==> src/rtl/id_decode_hazard.sv <==
`default_nettype none
// ============================================================================
// Module   : id_decode_hazard
// Purpose  : Instruction decode stage. Decodes IR, detects load-use and
//            branch-operand hazards, resolves branches/jumps in ID, squashes
//            the wrong-path fetch, and owns the ID/EX pipeline register.
// Revision : 1.0 - initial release
// ============================================================================
module id_decode_hazard #(
    parameter int WIDTH = 32,
    parameter int RAW   = 5
) (
    input  logic             clk,
    input  logic             rst,
    input  logic [WIDTH-3:0] PC,
    input  logic [WIDTH-1:0] IR,
    output logic             IsStall,
    output logic             IsBranch,
    output logic [WIDTH-3:0] BranchAddr,
    output logic [RAW-1:0]   rs_addr,
    output logic [RAW-1:0]   rt_addr,
    input  logic [WIDTH-1:0] rs_data,
    input  logic [WIDTH-1:0] rt_data,
    input  logic             mem_wr_en,
    input  logic [RAW-1:0]   mem_rd,
    output logic             ex_valid,
    output logic [WIDTH-3:0] ex_pc,
    output logic [5:0]       ex_op,
    output logic [5:0]       ex_funct,
    output logic [RAW-1:0]   ex_rd,
    output logic             ex_wr_en,
    output logic             ex_is_load,
    output logic             ex_is_store,
    output logic [WIDTH-1:0] ex_imm,
    output logic [WIDTH-1:0] ex_rs_data,
    output logic [WIDTH-1:0] ex_rt_data,
    output logic             illegal_op
);

    localparam int PW = WIDTH - 2;

    localparam logic [5:0] OP_RTYPE = 6'h00;
    localparam logic [5:0] OP_J     = 6'h02;
    localparam logic [5:0] OP_BEQ   = 6'h04;
    localparam logic [5:0] OP_BNE   = 6'h05;
    localparam logic [5:0] OP_ADDI  = 6'h08;
    localparam logic [5:0] OP_LW    = 6'h23;
    localparam logic [5:0] OP_SW    = 6'h2B;

    logic             valid_q, valid_d;
    logic             squash_q, squash_d;
    logic             ex_valid_q, ex_valid_d;
    logic [PW-1:0]    ex_pc_q, ex_pc_d;
    logic [5:0]       ex_op_q, ex_op_d;
    logic [5:0]       ex_funct_q, ex_funct_d;
    logic [RAW-1:0]   ex_rd_q, ex_rd_d;
    logic             ex_wr_en_q, ex_wr_en_d;
    logic             ex_is_load_q, ex_is_load_d;
    logic             ex_is_store_q, ex_is_store_d;
    logic [WIDTH-1:0] ex_imm_q, ex_imm_d;
    logic [WIDTH-1:0] ex_rs_data_q, ex_rs_data_d;
    logic [WIDTH-1:0] ex_rt_data_q, ex_rt_data_d;
    logic             illegal_op_q, illegal_op_d;

    logic [5:0]       w_op;
    logic [RAW-1:0]   w_rd_field;
    logic             w_is_r, w_is_j, w_is_beq, w_is_bne, w_is_addi, w_is_lw, w_is_sw;
    logic             w_is_illegal, w_is_cond;
    logic             w_reads_rs, w_reads_rt;
    logic [RAW-1:0]   w_dest;
    logic             w_wr_en;
    logic [WIDTH-1:0] w_imm;
    logic             w_live, w_lu, w_bh, w_stall, w_taken, w_load;
    logic             w_ex_hit, w_mem_hit;
    logic [PW-1:0]    w_br_off;

    // ---------------- decode ----------------
    assign w_op       = IR[31:26];
    assign rs_addr    = RAW'(IR[25:21]);
    assign rt_addr    = RAW'(IR[20:16]);
    assign w_rd_field = RAW'(IR[15:11]);
    assign w_imm      = {{(WIDTH-16){IR[15]}}, IR[15:0]};

    assign w_is_r    = (w_op == OP_RTYPE);
    assign w_is_j    = (w_op == OP_J);
    assign w_is_beq  = (w_op == OP_BEQ);
    assign w_is_bne  = (w_op == OP_BNE);
    assign w_is_addi = (w_op == OP_ADDI);
    assign w_is_lw   = (w_op == OP_LW);
    assign w_is_sw   = (w_op == OP_SW);
    assign w_is_cond = w_is_beq | w_is_bne;
    assign w_is_illegal = ~(w_is_r | w_is_j | w_is_cond | w_is_addi | w_is_lw | w_is_sw);

    assign w_reads_rs = w_is_r | w_is_cond | w_is_addi | w_is_lw | w_is_sw;
    assign w_reads_rt = w_is_r | w_is_cond | w_is_sw;

    assign w_dest  = w_is_r ? w_rd_field : ((w_is_addi | w_is_lw) ? rt_addr : '0);
    assign w_wr_en = (w_is_r | w_is_addi | w_is_lw) & (w_dest != '0);

    // ---------------- hazards and branch resolution ----------------
    // ex_wr_en is never set for r0, so the EX comparisons exclude r0 implicitly.
    assign w_live = valid_q & ~squash_q;

    assign w_lu = w_live & ex_valid_q & ex_is_load_q & ex_wr_en_q &
                  ((w_reads_rs & (ex_rd_q == rs_addr)) |
                   (w_reads_rt & (ex_rd_q == rt_addr)));

    assign w_ex_hit  = ex_valid_q & ex_wr_en_q &
                       ((ex_rd_q == rs_addr) | (ex_rd_q == rt_addr));
    assign w_mem_hit = mem_wr_en & (mem_rd != '0) &
                       ((mem_rd == rs_addr) | (mem_rd == rt_addr));
    assign w_bh      = w_live & w_is_cond & (w_ex_hit | w_mem_hit);

    assign w_stall = w_lu | w_bh;
    assign w_taken = w_live & ~w_stall &
                     (w_is_j |
                      (w_is_beq & (rs_data == rt_data)) |
                      (w_is_bne & (rs_data != rt_data)));

    assign w_br_off = {w_imm[PW-3:0], 2'b00};

    always_comb begin
        BranchAddr = '0;
        if (w_is_cond) begin
            BranchAddr = PC + w_br_off;
        end else if (w_is_j) begin
            BranchAddr = {{(PW-28){1'b0}}, IR[25:0], 2'b00};
        end
    end

    assign IsStall  = w_stall;
    assign IsBranch = w_taken;

    // ---------------- ID/EX next state ----------------
    // A taken branch still flows to EX; illegal opcodes become bubbles.
    assign w_load = w_live & ~w_stall & ~w_is_illegal;

    always_comb begin
        valid_d       = 1'b1;
        squash_d      = w_taken;
        ex_valid_d    = w_load;
        ex_wr_en_d    = w_load & w_wr_en;
        ex_is_load_d  = w_load & w_is_lw;
        ex_is_store_d = w_load & w_is_sw;
        illegal_op_d  = w_live & ~w_stall & w_is_illegal;
        ex_pc_d       = ex_pc_q;
        ex_op_d       = ex_op_q;
        ex_funct_d    = ex_funct_q;
        ex_rd_d       = ex_rd_q;
        ex_imm_d      = ex_imm_q;
        ex_rs_data_d  = ex_rs_data_q;
        ex_rt_data_d  = ex_rt_data_q;
        if (w_load) begin
            ex_pc_d      = PC - PW'(4);
            ex_op_d      = w_op;
            ex_funct_d   = IR[5:0];
            ex_rd_d      = w_dest;
            ex_imm_d     = w_imm;
            ex_rs_data_d = rs_data;
            ex_rt_data_d = rt_data;
        end
    end

    always_ff @(posedge clk or posedge rst) begin
        if (rst) begin
            valid_q       <= 1'b0;
            squash_q      <= 1'b0;
            ex_valid_q    <= 1'b0;
            ex_pc_q       <= '0;
            ex_op_q       <= '0;
            ex_funct_q    <= '0;
            ex_rd_q       <= '0;
            ex_wr_en_q    <= 1'b0;
            ex_is_load_q  <= 1'b0;
            ex_is_store_q <= 1'b0;
            ex_imm_q      <= '0;
            ex_rs_data_q  <= '0;
            ex_rt_data_q  <= '0;
            illegal_op_q  <= 1'b0;
        end else begin
            valid_q       <= valid_d;
            squash_q      <= squash_d;
            ex_valid_q    <= ex_valid_d;
            ex_pc_q       <= ex_pc_d;
            ex_op_q       <= ex_op_d;
            ex_funct_q    <= ex_funct_d;
            ex_rd_q       <= ex_rd_d;
            ex_wr_en_q    <= ex_wr_en_d;
            ex_is_load_q  <= ex_is_load_d;
            ex_is_store_q <= ex_is_store_d;
            ex_imm_q      <= ex_imm_d;
            ex_rs_data_q  <= ex_rs_data_d;
            ex_rt_data_q  <= ex_rt_data_d;
            illegal_op_q  <= illegal_op_d;
        end
    end

    assign ex_valid    = ex_valid_q;
    assign ex_pc       = ex_pc_q;
    assign ex_op       = ex_op_q;
    assign ex_funct    = ex_funct_q;
    assign ex_rd       = ex_rd_q;
    assign ex_wr_en    = ex_wr_en_q;
    assign ex_is_load  = ex_is_load_q;
    assign ex_is_store = ex_is_store_q;
    assign ex_imm      = ex_imm_q;
    assign ex_rs_data  = ex_rs_data_q;
    assign ex_rt_data  = ex_rt_data_q;
    assign illegal_op  = illegal_op_q;

endmodule
`default_nettype wire

==> config.mk <==
export PLATFORM = sky130hd
export DESIGN_NAME = id_decode_hazard
export DESIGN_NICKNAME = d
export VERILOG_FILES = /design/src/rtl/id_decode_hazard.sv
export SDC_FILE = /design/constraint.sdc
export NUM_CORES = 1
export LEC_CHECK = 0
export CAP_MARGIN = 25
export CELL_PAD_IN_SITES_DETAIL_PLACEMENT = 1
export CELL_PAD_IN_SITES_GLOBAL_PLACEMENT = 1
export CORE_MARGIN = 1
export CORE_UTILIZATION = 30
export DETAILED_ROUTE_END_ITERATION = 16
export GPL_ROUTABILITY_DRIVEN = 0
export PLACE_DENSITY_LB_ADDON = 0.12
export RECOVER_POWER = 100
export SETUP_SLACK_MARGIN = 0.15
export SYNTH_ARGS = -nofsm -noshare
export SYNTH_HDL_FRONTEND = slang
export SYNTH_SLANG_ARGS = --single-unit
==> constraint.sdc <==
create_clock -name clk -period 5.75 [get_ports clk]
set_input_delay 1.725 -clock clk [delete_from_list [all_inputs] [get_ports clk]]
set_output_delay 1.725 -clock clk [all_outputs]
set_load 0.01 [all_outputs]
==> results.ini <==
[power_and_ir_drop]
combPwrFrac_pct=39.2
seqPwrFrac_pct=31.8
swShare_pct=32.6
intPower_uw=2690
p_switching_uw=1310
pwr-share-clk_pct=29.0
power.density_nw_per_um2=283
p_leak_uw=0.00630
peakVddDrop_mv=0.163

[setup_path]
cp_max_fo=3
required_ns=4.03
timing.critical_path.buf_inv=3
end_kind=output port
crit_arrival_ns=4.15
crit_type=in -> out
cp-start-kind=input port
max_stage_delay_ns=0.39
cp_cell_sequence=buf_8, ha_4, fa_2, a21o_1, a22o_1, o311ai_4, a21oi_4, a221oi_4, buf_4, xor2_2, o21ai_2, buf_2
slowest_stage=o311ai_4
cpLargestDelayFamily=compound AO/OA/AOI/OAI gates

[routing]
wl_per_cell_um=21.3
vias=7645
ant_nets=0
vias_per_cell=4.82
dr.pass1.iters=4
drtIter0Drc=242
wl_um=33700
remaining_drc_errors=0

[sta]
fin_ws_ns=-0.125
slew_headroom_pct=-32.0
hold_viol=0
tightest_slew_ns=1.98
finalCritPeriodShare_pct=102
grt_setup_unrepaired=true
setup_viol=8
slew_violations=88
fmax_ghz=0.170
period_needed_ns=5.88
holdWs_ns=0.480
clock_skew_ns=0.0176

[job]
maxCapViolCount=1

[floorplan]
die_w_um=168
fp.dieArea_um2=28300
ios=324
core_area_um2=27000
start_util_pct=30.6
die_h_um=168
std_cell_rows=60

[placement]
place_inst=1522
hpwl_um=25600
pre_cts_ws_ns=-1.07
portBuffers=323

[clock_network]
path_clk_slew_ns=0.06
cts.sinks=128
cts_root_buf=clkbuf_16
cts_buffers=17
htreeDepth=4
cts_tree=yes
clock_path_buffers=2
clock_latency_ns=0.43
cts_hold_buf=0

[final_layout]
syn2layout_area_growth_pct=70.6
drive_gt1_share_pct=33.5
layoutNonFillerInstCount=1585
fin_nets=1391

[global_route]
track_usage_pct=23.9
grt_pass1_wl_um=51100
grt_pass1_vias=8342
antenna_found_initial=2
grt_max_degree=88
gr-total-overflow=0

[synth]
synth_cell_type_count=59
synth.largest_area_cell=dfrtp_1
synth_area_um2=8280
synth_nets=913
synth_async_sr_flop_share_pct=100
ys_ff_latch=128
synth_common_cells=dfrtp_1, mux2_4, xnor2_1
avgSynthCellArea_um2=11.0
yosysTopAreaCellShare_pct=38.7
synth_seq_area_share_pct=38.7
synth_edf_count=0
yosys-top-cells-area=dfrtp_1, mux2_4, xnor2_1, mux2_2, xor2_1
synth_warnings=0
synth-main-ff-cell=dfrtp_1
yosysMostFrequentCell=dfrtp_1
syn_inst=750

[run_status]
violations=capacitance limit, slew limit, setup timing
status=finished with violations

[worst_hold_path]
worstHoldPathType=reg -> reg

==> final cells by class <==
cell class	instances	area, um^2
fill	2952	12900
multi-input combinational	557	5200
timing repair buffer	516	4640
sequential	128	3200
tap	341	427
clock buffer	17	425
clock inverter	15	190
inverter	8	35.0
antenna	3	7.51
==> metrics by stage <==
step	util [%]	total power, uW	setup TNS (ns)	area (um^2)
after floorplan	-	2000	0	8300
after global placement	47.5	2900	-16.48	12800
after detailed placement	47.5	2930	-17.69	12800
after CTS	51.8	4200	-0.323	14000
after global routing	52.3	4210	-1.29	14100
final	52.3	4000	-0.521	14100
==> worst reg2reg max path, delay by kind of cell, from the launching register on <==
kind                      cells  cell delay [ns]
AOI/OAI and AO/OA             3             0.66
DFF                           1             0.48
and+or+nand+nor               2             0.38
muxes                         1             0.41
xor gates and xnor gates      1             0.18
buffers and inverters         2             1.53
==> power by group through the flow <==
stage	Clock [uW]	Sequential (uW)	Combinational, uW
2_1_floorplan	0	1390	611
3_3_place_gp	0	1290	1610
3_5_place_dp	0	1310	1630
4_1_cts	1190	1290	1710
5_1_grt	1230	1310	1670
6_report	1160	1270	1570
==> final timing paths <==
| check | start | end | slack (ns) | cells past startpoint |
|---|---|---|---|---|
| hold reg to reg | ex_rs_data[30] | ex_rs_data[30] | 0.48 | 1 |
| setup reg to reg | ex_rd[0] | ex_rt_data[7] | 1.99 | 9 |
| hold / removal | ex_rs_data[30] | ex_rs_data[30] | 0.48 | 1 |
| min in group asynchronous | rst | ex_op[2] | 2.34 | 2 |
| setup / recovery | PC[2] | BranchAddr[24] | -0.13 | 12 |
| max in group asynchronous | rst | ex_pc[22] | 1.42 | 3 |
==> cells by family after synthesis <==
| kind of cell | Yosys count | synth area share [%] |
|---|---|---|
| adder cells (fa/ha/maj) | 29 | 4.47 |
| XOR/XNOR | 101 | 10.7 |
| AND/OR/NAND/NOR | 173 | 10.4 |
| buffers and inverters | 65 | 5.41 |
| AO/OA/AOI/OAI | 133 | 10.6 |
| multiplexers | 120 | 19.7 |
| other | 1 | 0.0453 |
| flip-flops | 128 | 38.7 |
==> metal layers <==
layer	vias up	global-route usage, %	routed length, um
li1	3636	-	-
met1	3781	28.7	14100
met2	200	43.4	17500
met3	28	4.65	1530
met4	0	6.01	510
met5	-	0	0
==> layout by cell type, fill, tap and decap left out, types with 19 or more instances in the layout <==
cell type / netlist / layout
buf_4: 33 / 173
dlygate4sd3_1: 0 / 159
dfrtp_1: 128 / 128
clkdlybuf4s50_1: 0 / 95
xnor2_1: 58 / 56
nand2_1: 52 / 48
mux2_1: 0 / 46
xor2_1: 43 / 41
mux2_2: 39 / 39
nor2_1: 31 / 32
mux2_4: 77 / 31
ha_4: 0 / 22
dlygate4sd2_1: 0 / 20
buf_2: 4 / 19
==> flip-flops by register name, summed over array words and instances, names as in the netlist <==
signal	cells
ex_funct	5
ex_is_store	1
ex_imm	11
ex_rd	5
ex_is_load	1
squash_q	1
ex_wr_en	1
ex_rs_data	32
valid_q	1
ex_op	6
ex_rt_data	32
ex_valid	1
illegal_op	1
ex_pc	30
==> repair_timing <==
item                       4_1_cts  5_1_grt
pin swaps                       44       40
setup buffers                   11       16
setup endpoints to repair       28       27
gates cloned                     0        1
resized for setup              243       89
Power figures use the tool's default switching activity.
